<file path="src/rtl/soc_msp430_ram_mover_pkg.sv">
`default_nettype none
// ============================================================================
//  Module      : soc_msp430_ram_mover_pkg
//  Description : Shared types and constants for the RAM block-move engine.
//  Revision    : 1.0 - initial release
// ============================================================================
package soc_msp430_ram_mover_pkg;

   // Engine sequencing states
   typedef enum logic [2:0] {
      ST_IDLE = 3'd0,
      ST_RD   = 3'd1,
      ST_CAP  = 3'd2,
      ST_WR   = 3'd3,
      ST_DONE = 3'd4
   } state_t;

   // Transfer modes as presented on the mode input
   localparam logic MODE_COPY = 1'b0;
   localparam logic MODE_FILL = 1'b1;

   // Full-word byte-enable pattern used for every engine write
   localparam logic [1:0] RAM_WE_WORD = 2'b11;

endpackage
`default_nettype wire

</file>
<file path="src/rtl/soc_msp430_ram_mover.sv">
`default_nettype none
// ============================================================================
//  Module      : soc_msp430_ram_mover
//  Description : Block copy / fill engine driving one port of the dual-port
//                data-memory RAM. Copies take RD/CAP/WR per word, fills take
//                one WR per word. The arbiter hold input stalls RAM accesses.
//  Revision    : 1.0 - initial release
// ============================================================================
`ifndef DMEM_MSB
`define DMEM_MSB 8
`endif

module soc_msp430_ram_mover
   import soc_msp430_ram_mover_pkg::*;
#(
   parameter int ADDR_W = `DMEM_MSB,
   parameter int LEN_W  = ADDR_W + 1
) (
   input  logic              mclk,
   input  logic              puc_rst,
   input  logic              start,
   input  logic              mode,
   input  logic [ADDR_W-1:0] src_addr,
   input  logic [ADDR_W-1:0] dst_addr,
   input  logic [LEN_W-1:0]  len,
   input  logic [15:0]       fill_val,
   input  logic              hold,
   output logic              busy,
   output logic              done,
   output logic              ram_en,
   output logic [1:0]        ram_we,
   output logic [ADDR_W-1:0] ram_addr,
   output logic [15:0]       ram_din,
   input  logic [15:0]       ram_dout
);

   state_t              r_state;
   logic                r_mode;
   logic [ADDR_W-1:0]   r_src;
   logic [ADDR_W-1:0]   r_dst;
   logic [LEN_W-1:0]    r_cnt;
   logic [15:0]         r_fill;
   logic [15:0]         r_data;

   // Sequencer plus datapath registers; hold freezes everything in RD/WR only
   always_ff @(posedge mclk or posedge puc_rst) begin
      if (puc_rst) begin
         r_state <= ST_IDLE;
         r_mode  <= MODE_COPY;
         r_src   <= '0;
         r_dst   <= '0;
         r_cnt   <= '0;
         r_fill  <= '0;
         r_data  <= '0;
      end else begin
         case (r_state)
            ST_IDLE: begin
               if (start) begin
                  r_mode <= mode;
                  r_src  <= src_addr;
                  r_dst  <= dst_addr;
                  r_cnt  <= len;
                  r_fill <= fill_val;
                  if (len == '0)
                     r_state <= ST_DONE;
                  else if (mode == MODE_FILL)
                     r_state <= ST_WR;
                  else
                     r_state <= ST_RD;
               end
            end
            ST_RD: begin
               if (!hold)
                  r_state <= ST_CAP;
            end
            ST_CAP: begin
               // Read data is valid this cycle; CAP never stalls
               r_data  <= ram_dout;
               r_state <= ST_WR;
            end
            ST_WR: begin
               if (!hold) begin
                  r_src <= r_src + ADDR_W'(1);
                  r_dst <= r_dst + ADDR_W'(1);
                  r_cnt <= r_cnt - LEN_W'(1);
                  if (r_cnt == LEN_W'(1))
                     r_state <= ST_DONE;
                  else if (r_mode == MODE_FILL)
                     r_state <= ST_WR;
                  else
                     r_state <= ST_RD;
               end
            end
            ST_DONE: r_state <= ST_IDLE;
            default: r_state <= ST_IDLE;
         endcase
      end
   end

   // RAM port and status decode from the registered state; hold masks en/we
   always_comb begin
      busy     = (r_state != ST_IDLE);
      done     = (r_state == ST_DONE);
      ram_en   = 1'b0;
      ram_we   = 2'b00;
      ram_addr = '0;
      ram_din  = '0;
      case (r_state)
         ST_RD: begin
            ram_en   = ~hold;
            ram_addr = r_src;
         end
         ST_WR: begin
            ram_en   = ~hold;
            ram_we   = hold ? 2'b00 : RAM_WE_WORD;
            ram_addr = r_dst;
            ram_din  = (r_mode == MODE_FILL) ? r_fill : r_data;
         end
         default: ;
      endcase
   end

endmodule
`default_nettype wire
</file>
<file path="config.mk">
export PLATFORM = sky130hd
export DESIGN_NAME = soc_msp430_ram_mover
export DESIGN_NICKNAME = d
export VERILOG_FILES = /design/src/rtl/soc_msp430_ram_mover_pkg.sv /design/src/rtl/soc_msp430_ram_mover.sv
export SDC_FILE = /design/constraint.sdc
export NUM_CORES = 1
export LEC_CHECK = 0
export ABC_AREA = 1
export BUFFER_PORTS_ARGS = -buffer_cell sky130_fd_sc_hd__buf_2
export CORE_MARGIN = 2
export CORE_UTILIZATION = 57
export DETAILED_ROUTE_END_ITERATION = 8
export GPL_TIMING_DRIVEN = 0
export PLACE_DENSITY = 0.92
export SKIP_CTS_REPAIR_TIMING = 1
export SYNTH_ARGS = -nofsm -noshare
export SYNTH_HDL_FRONTEND = slang
export SYNTH_SLANG_ARGS = --single-unit
</file>
<file path="constraint.sdc">
create_clock -name mclk -period 4.2 [get_ports mclk]
set_clock_uncertainty 0.15 [all_clocks]
set_input_delay 0.42 -clock mclk [delete_from_list [all_inputs] [get_ports mclk]]
set_output_delay 0.42 -clock mclk [all_outputs]
set_load 0.1 [all_outputs]
</file>
==> reports/qor.txt, run 1 <==
Most Frequent Cell on Critical Path - buf_2
Hold Path Class - in -> async
Initial Utilization - 0.591
Maxcap violations - 0
RSZ-0062 raised after global routing - false
GP Congestion - 0.929
Clock-pin transition on the worst setup and hold timing paths - 0.07 ns
Asr flop ratio synth - 1.00
IO buf count - 90
Crit Path Class - reg -> out
Cell Area, Placed - 0.00409 mm²
Hold slack - -0.0412 ns
Startpoint type of the worst setup path - flip-flop
Final setup violation count - 0
Root Driver - clkbuf_8
CTS tree - done
Most frequent cells in the layout - 107 x nand2_1, 102 x buf_2, 66 x inv_1, 61 x dfrtp_1, 56 x nor2_1
GRT Overall Usage - 0.295
Number of enable flip-flop cells after synthesis - 0
Failing checks - hold timing
Util after Layout - 0.726
Vias in the first global route - 3365
Max incr delay on CP - 0.47 ns
Drt initial violations - 322
H-tree depth - 3
Commonest non-fill, non-tap cell in the layout - nand2_1
Die outline height - 82.6 µm
Final wirelength - 9.68 mm
Yosys warns - 0
Final Critical Period - 2.86 ns
Chip width - 82.6 µm
Syn Inst Count - 463
Final instance area - 0.00432 mm²
Drt pass-1 iters - 5
P&R area growth vs syn - 22.8%
DP HPWL - 6.73 mm
WP data required - 3.63 ns
Max Slew Vio Count - 0
Antenna fix cells - 0
Rows - 28
Crit path DAT - 2.29 ns
First-pass GRT wire length - 14.9 mm
Vias - 3625
Fillers - 453
Layout cell share with drive strength beyond 1 - 0.261
Worst-Skew Late Latency - 0.35 ns
Final Hold Fails - 24
Antenna violations before repair - 0
Vias/cell - 5.62
Worst-Margin Slew - 0.548 ns
Setup Total Neg Slack - 0 ns
Die ar. - 0.00682 mm²
Syn Area/Cell - 7.60 µm²
Total gr overflow - 0
DRC viols - 0
Placed Instances - 629
Largest net degree at the start of global routing - 38
Outcome - finished, violations left
CP Max Fanout - 10
Final Cycle Share - 0.680
Cell variety after synth - 30
CTS buffer count - 9
Maximum clock rate - 350 MHz
Sequential fraction of the synthesis area - 0.434
Reg area - 0.00153 mm²
Synth Register Bits - 61
Slowest-stage cell, CP - buf_2
Multi-input logic area - 0.00161 mm²
Synth Flop Type - dfrtp_1
Net count of the finished layout - 631
CTS max path bufs - 2
Final Non-Filler Cells - 645
Detail Route Antenna Nets - 0
Crit-path cells - inv_1, nand3_2, inv_2, buf_2, buf_4, nand2_1, o21ai_0, buf_2
Syn Nets - 529
Slew HR - 0.634
Total clock sinks - 61
Crit. End Element - output port
Synth Cell Area - 0.00352 mm²
Routed wire length per instance - 15.0 µm
Num ports - 91
R2R cell count - 6
Core Area - 0.00596 mm²
## final cells by class
class,instances,area share
plain buffers,22,0.0286
repair buffers,91,0.109
clock inverters,6,0.0258
multi-input cells,311,0.373
well taps,75,0.0217
inverters,69,0.0599
flip-flops and latches,61,0.353
clock buffers,10,0.0295
## registers in the layout, summed over array words and instances, names as in the netlist
| signal | flops |
|---|---|
| r_fill | 16 |
| r_mode | 1 |
| r_dst | 8 |
| r_cnt | 9 |
| r_data | 16 |
| r_state | 3 |
| r_src | 8 |
## stage by stage
| step | setup slack (ns) | hold WS [ns] |
|---|---|---|
| final | 1.34 | -0.0412 |
| after global placement | 1.40 | 0.337 |
| after floorplan | 0.711 | 0.313 |
| after CTS | 1.40 | -0.0140 |
| after detailed placement | 1.81 | 0.343 |
| after global routing | 1.21 | 0.00743 |
## Yosys cell counts, types with 4 or more instances
library cell  instances  area [µm²]
nand4_1               5        31.3
nand2_1             107         402
o22ai_1              10        62.6
inv_1                67         251
mux2_2                7        78.8
nand3_1              22         110
ha_1                  4        50.1
mux2_4               10         150
o21ai_0              36         180
buf_2                12        60.1
o211ai_1              4        30.0
clkbuf_1              5        18.8
dfrtp_1              61        1530
a21oi_1              24         120
nor2_1               56         210
o21ai_1               7        35.0
## final timing paths
path                                        start                    end  slack, ns
min reg2reg                 r_fill[8]$_DFFE_PP0P_  r_fill[8]$_DFFE_PP0P_       0.36
max reg2reg                r_state[2]$_DFFE_PP0P_   r_src[2]$_DFFE_PP0P_       2.40
min in group mclk                     fill_val[6]  r_fill[6]$_DFFE_PP0P_       0.15
max in group asynchronous                 puc_rst  r_fill[5]$_DFFE_PP0P_       3.35
min                                       puc_rst   r_cnt[0]$_DFFE_PP0P_      -0.04
max                        r_state[2]$_DFFE_PP0P_            ram_addr[1]       1.34
## cell families after synthesis
kind of cell,after synthesis,share of synthesized area
simple gates,201,0.240
buf+inv,91,0.109
compound gates,86,0.131
flops,61,0.434
mux,17,0.0650
fa+ha+maj,4,0.0142
xor+xnor,3,0.00746
## metal layers
metal | track usage | vias up | wire (µm)
li1 | - | 1679 | -
met1 | 0.375 | 1698 | 3760
met2 | 0.477 | 209 | 4720
met3 | 0.0674 | 39 | 874
met4 | 0.143 | 0 | 318
met5 | 0 | - | 0
## worst max-delay path, delay by kind of cell, from the launching register on
| family | cells | cell delay [ns] |
|---|---|---|
| buffers and inverters | 5 | 1.24 |
| DFF | 1 | 0.43 |
| and+or+nand+nor | 2 | 0.17 |
| AOI/OAI and AO/OA | 1 | 0.09 |
Power of run 1 is left out: the tool's default activity adds up to more than one toggle a clock period on the data nets, which glitch-free logic cannot reach.
==> run 2, diff against run 1 <==
--- a/config.mk
+++ b/config.mk
@@ -8,10 +8,10 @@
 export ABC_AREA = 1
 export BUFFER_PORTS_ARGS = -buffer_cell sky130_fd_sc_hd__buf_2
 export CORE_MARGIN = 2
-export CORE_UTILIZATION = 57
+export CORE_UTILIZATION = 53
 export DETAILED_ROUTE_END_ITERATION = 8
 export GPL_TIMING_DRIVEN = 0
-export PLACE_DENSITY = 0.92
+export PLACE_DENSITY = 0.87
 export SKIP_CTS_REPAIR_TIMING = 1
 export SYNTH_ARGS = -nofsm -noshare
 export SYNTH_HDL_FRONTEND = slang
==> constraint.sdc (replaced) <==
create_clock -name mclk -period 2.7 [get_ports mclk]
set_clock_uncertainty 0.15 [all_clocks]
set_input_delay 0.27 -clock mclk [delete_from_list [all_inputs] [get_ports mclk]]
set_output_delay 0.27 -clock mclk [all_outputs]
set_load 0.1 [all_outputs]
==> run 2 against run 1 <==
  * The flow now finishes without violations
  * Register-to-register slack got worse by 1.5 ns
  * Count of clock-buffer cells in the layout increased by 2
  * Die area increased by 7.2%
  * Final cell count increased by 0.31%
  * Critical path depth unchanged
  * Sequential share of layout area decreased by 0.21 points
  * Utilization decreased by 4.5 points
  * Global-route usage decreased by 2.7 points
  * Critical path type unchanged
  * Critical endpoint is now ram_din[10]
==> reports/qor.txt, run 2 (synthesis results as in run 1) <==
Outcome - completed
Num ports - 91 (unchanged)
Startpoint type of the worst setup path - flip-flop
Maximum clock rate - 392 MHz
CP Max Fanout - 10 (unchanged)
IO buf count - 90 (unchanged)
Vias - 3470 (-4.3%)
Crit-path cells - inv_1, nand3_2, inv_2, buf_2, buf_2, nand2_1, inv_1, clkbuf_4
Routed wire length per instance - 14.7 µm (-1.8%)
Layout cell share with drive strength beyond 1 - 0.263 (+0.00175)
GP Congestion - 0.890 (-4.1%)
First-pass GRT wire length - 15.4 mm (+3.3%)
Final Hold Fails - 0 (-100%)
Largest regs - r_data x16, r_fill x16, r_cnt x9
Most frequent cells in the layout - 107 x nand2_1, 85 x buf_2, 66 x inv_1, 61 x dfrtp_1, 56 x nor2_1
Final setup violation count - 0 (unchanged)
RSZ-0062 raised after global routing - false
Slew HR - 0.644 (+0.00955)
CTS buffer count - 9 (unchanged)
Rows - 29 (+3.6%)
Vias in the first global route - 3405 (+1.2%)
DP HPWL - 6.65 mm (-1.2%)
CTS tree - done
Root Driver - clkbuf_8
Crit Path Class - reg -> out
Max incr delay on CP - 0.42 ns (-0.05 ns)
Chip width - 85.5 µm (+3.5%)
DRC viols - 0 (unchanged)
Util after Layout - 0.681 (-0.0448)
WP data required - 2.28 ns (-1.35 ns)
Crit path DAT - 2.13 ns (-0.16 ns)
Vias/cell - 5.36 (-4.6%)
Detail Route Antenna Nets - 0 (unchanged)
Core Area - 0.00639 mm² (+7.2%)
Commonest non-fill, non-tap cell in the layout - nand2_1
Hold Path Class - in -> reg
Drt initial violations - 257 (-20%)
Final Cycle Share - 0.944
Antenna violations before repair - 0 (unchanged)
H-tree depth - 3 (unchanged)
Antenna fix cells - 0 (unchanged)
Worst-Margin Slew - 0.535 ns (-0.0135 ns)
Die ar. - 0.00731 mm² (+7.2%)
Maxcap violations - 0 (unchanged)
GRT Overall Usage - 0.268 (-0.0270)
Max Slew Vio Count - 0 (unchanged)
Final wirelength - 9.54 mm (-1.5%)
Largest net degree at the start of global routing - 41 (+7.9%)
Slowest-stage cell, CP - dfrtp_1
P&R area growth vs syn - 23.6%
Final Critical Period - 2.55 ns
Worst-Skew Late Latency - 0.34 ns (about the same)
Total clock sinks - 61 (unchanged)
CTS max path bufs - 2 (unchanged)
Crit. End Element - output port
Clock-pin transition on the worst setup and hold timing paths - 0.07 ns (about the same)
Initial Utilization - 0.551 (-0.0398)
Die outline height - 85.5 µm (+3.5%)
Net count of the finished layout - 632 (+0.16%)
Drt pass-1 iters - 5 (unchanged)
Total gr overflow - 0 (unchanged)
-- run 2: cell types whose count changed in the layout (fill, tap and decap cells not counted) --
| cell | before | now |
|---|---|---|
| clkbuf_8 | 9 | 12 |
| buf_2 | 102 | 85 |
| clkbuf_4 | 0 | 17 |
| clkinvlp_4 | 1 | 0 |
| dlygate4sd3_1 | 0 | 1 |
| bufinv_16 | 3 | 1 |
| clkbuf_2 | 0 | 1 |
| clkbuf_1 | 6 | 4 |
-- run 2: layout make-up --
class	count	area, µm²
fillers	534	2040
clock buffers	12	165
clock inverters	3	43.8
flip-flops and latches	61	1530
plain buffers	22	125
well taps	77	96.3
inverters	69	259
multi-input cells	311	1610
repair buffers	92	523
-- run 2: per-stage QoR --
stage / TNS, ns / area (µm²) / hold slack, ns / cells / setup WS (ns)
after CTS: 0 / 4300 / -0.186 / 646 / 0.0753
after global placement: -1.44 / 4070 / 0.337 / 630 / -0.0269
after detailed placement: 0 / 4090 / 0.174 / 631 / 0.447
after global routing: 0 / 4350 / 0.00404 / 647 / 0.0153
after floorplan: -2.84 / 3520 / 0.237 / 463 / -0.639
final: 0 / 4350 / 0.00957 / 647 / 0.151
-- run 2: per-layer routing --
metal  wire length [µm]  GRT usage
met1               4230      0.366
met2               4560      0.433
met3                597     0.0481
met4                138     0.0952
met5                  0          0
-- run 2: worst paths after layout --
kind / start / end / slack (ns) / cells after the start
setup / recovery: r_state[2]$_DFFE_PP0P_ / ram_din[10] / 0.15 / 8
hold / removal: fill_val[12] / r_fill[12]$_DFFE_PP0P_ / 0.01 / 2
setup reg to reg: r_state[2]$_DFFE_PP0P_ / r_src[7]$_DFFE_PP0P_ / 0.92 / 8
hold reg to reg: r_fill[8]$_DFFE_PP0P_ / r_fill[8]$_DFFE_PP0P_ / 0.36 / 1
max in group asynchronous: puc_rst / r_state[1]$_DFFE_PP0P_ / 1.46 / 4
min in group asynchronous: puc_rst / r_data[2]$_DFFE_PP0N_ / 0.35 / 3
-- run 2: critical path, delay by kind of cell, from the launching register on --
family	cells	cell delay [ns]
buffers and inverters	6	1.19
DFF	1	0.42
and+or+nand+nor	2	0.18
Power of run 2 is left out for the same reason.
==> run 3, diff against run 2 <==
--- a/config.mk
+++ b/config.mk
@@ -9,6 +9,7 @@
 export BUFFER_PORTS_ARGS = -buffer_cell sky130_fd_sc_hd__buf_2
 export CORE_MARGIN = 2
 export CORE_UTILIZATION = 53
+export CTS_BUF_LIST = sky130_fd_sc_hd__clkbuf_16
 export DETAILED_ROUTE_END_ITERATION = 8
 export GPL_TIMING_DRIVEN = 0
 export PLACE_DENSITY = 0.87
==> run 3 against run 2 <==
  * Utilization rose by 0.82 points
  * Non-clock buffer count did not move
  * Via count rose by 0.61%
  * Sequential share of layout area fell by 0.42 points
  * First-iteration DRC count rose by 12%
  * Flip-flop and latch count did not move
  * Final cell count did not move
  * Worst setup slack got worse by 0.047 ns
  * Maximum frequency fell by 1.8%
==> reports/qor.txt, run 3 (synthesis results as in run 1) <==
WP data required - 2.28 ns (about the same)
GP Congestion - 0.890 (unchanged)
Final instance area - 0.00440 mm² (+1.2%)
Drt initial violations - 289 (+12%)
Setup Total Neg Slack - 0 ns (unchanged)
DP HPWL - 6.65 mm (unchanged)
Slew HR - 0.647 (+0.00363)
Num ports - 91 (unchanged)
Maximum clock rate - 385 MHz (-1.8%)
Crit. End Element - output port
Vias - 3491 (+0.61%)
IO buf count - 90 (unchanged)
DRC viols - 0 (unchanged)
Net count of the finished layout - 632 (unchanged)
Multi-input logic area - 0.00161 mm² (unchanged)
CTS max path bufs - 2 (unchanged)
Reg area - 0.00153 mm² (unchanged)
Die ar. - 0.00731 mm² (unchanged)
Crit path DAT - 2.18 ns (+0.05 ns)
CTS tree - done
Startpoint type of the worst setup path - flip-flop
Final Critical Period - 2.60 ns (+0.0469 ns)
Core Area - 0.00639 mm² (unchanged)
Worst-Skew Late Latency - 0.32 ns (-0.02 ns)
Outcome - completed
Total clock sinks - 61 (unchanged)
Largest regs - r_data x16, r_fill x16, r_cnt x9
Cell Area, Placed - 0.00409 mm² (unchanged)
Util after Layout - 0.689 (+0.00823)
First-pass GRT wire length - 15.5 mm (+0.36%)
Drt pass-1 iters - 5 (unchanged)
CTS buffer count - 9 (unchanged)
Final wirelength - 9.44 mm (-0.95%)
Antenna violations before repair - 0 (unchanged)
Worst-Margin Slew - 0.529 ns (-0.00544 ns)
Commonest non-fill, non-tap cell in the layout - nand2_1
Vias in the first global route - 3397 (-0.23%)
Root Driver - clkbuf_16
P&R area growth vs syn - 25.1%
GRT Overall Usage - 0.269 (+0.000767)
Initial Utilization - 0.551 (unchanged)
Largest net degree at the start of global routing - 41 (unchanged)
Final Cycle Share - 0.962 (+0.0174)
Total gr overflow - 0 (unchanged)
CP Max Fanout - 10 (unchanged)
Fillers - 519 (-2.8%)
RSZ-0062 raised after global routing - false
Clock-pin transition on the worst setup and hold timing paths - 0.05 ns (-0.02 ns)
Antenna fix cells - 0 (unchanged)
Most frequent cells in the layout - 107 x nand2_1, 92 x buf_2, 66 x inv_1, 61 x dfrtp_1, 56 x nor2_1
Rows - 29 (unchanged)
Die outline height - 85.5 µm (unchanged)
Layout cell share with drive strength beyond 1 - 0.256 (-0.00702)
Detail Route Antenna Nets - 0 (unchanged)
Chip width - 85.5 µm (unchanged)
Routed wire length per instance - 14.6 µm (-0.95%)
Max Slew Vio Count - 0 (unchanged)
Vias/cell - 5.40 (+0.61%)
Final Hold Fails - 0 (unchanged)
Maxcap violations - 0 (unchanged)
Hold Path Class - in -> reg
Crit Path Class - reg -> out
Final setup violation count - 0 (unchanged)
H-tree depth - 3 (unchanged)
## run 3: cell types whose count changed in the layout (fill, tap and decap cells not counted), sizes merged
cell / previous run / this run
buf: 91 / 98
clkinv: 2 / 5
clkbuf: 34 / 24
## run 3: through the flow
stage	hold slack (ns)	worst slack, ns	cells
floorplan	0.237	-0.639	463
global placement	0.337	-0.0269	630
detailed placement	0.174	0.447	631
CTS	-0.167	0.105	646
global route	0.0304	0.00206	647
finish	0.0370	0.104	647
## run 3: final timing paths
path | from | to | slack (ns) | cells after the start
worst max-delay path | r_state[2]$_DFFE_PP0P_ | ram_din[4] | 0.10 | 8
worst min-delay path | fill_val[11] | r_fill[11]$_DFFE_PP0P_ | 0.04 | 2
worst max register to register | r_state[2]$_DFFE_PP0P_ | r_src[7]$_DFFE_PP0P_ | 0.92 | 8
worst min register to register | r_fill[8]$_DFFE_PP0P_ | r_fill[8]$_DFFE_PP0P_ | 0.36 | 1
max in group asynchronous | puc_rst | r_src[6]$_DFFE_PP0P_ | 1.44 | 4
min in group asynchronous | puc_rst | r_data[2]$_DFFE_PP0N_ | 0.37 | 3
## run 3: per-layer routing
layer | up-vias | GRT usage | share of wire
met2 | 159 | 0.434 | 0.48
met5 | - | 0 | 0
met1 | 1629 | 0.369 | 0.44
met4 | 0 | 0.0996 | 0.019
li1 | 1682 | - | -
met3 | 21 | 0.0423 | 0.064
## run 3: area by class of cell
class,count,share of cell area
clock inverters,6,0.0125
well taps,77,0.0219
inverters,69,0.0588
multi-input cells,311,0.366
clock buffers,9,0.0512
plain buffers,22,0.0281
repair buffers,92,0.115
flip-flops and latches,61,0.347
## run 3: critical path: stages, from the launching register on
cell and delay, ns:
dfrtp_1 0.42, inv_1 0.18, nand3_2 0.10, inv_2 0.11
buf_2 0.25, buf_4 0.25, nand2_1 0.08, inv_1 0.06
buf_2 0.42
Power of run 3 is left out for the same reason.
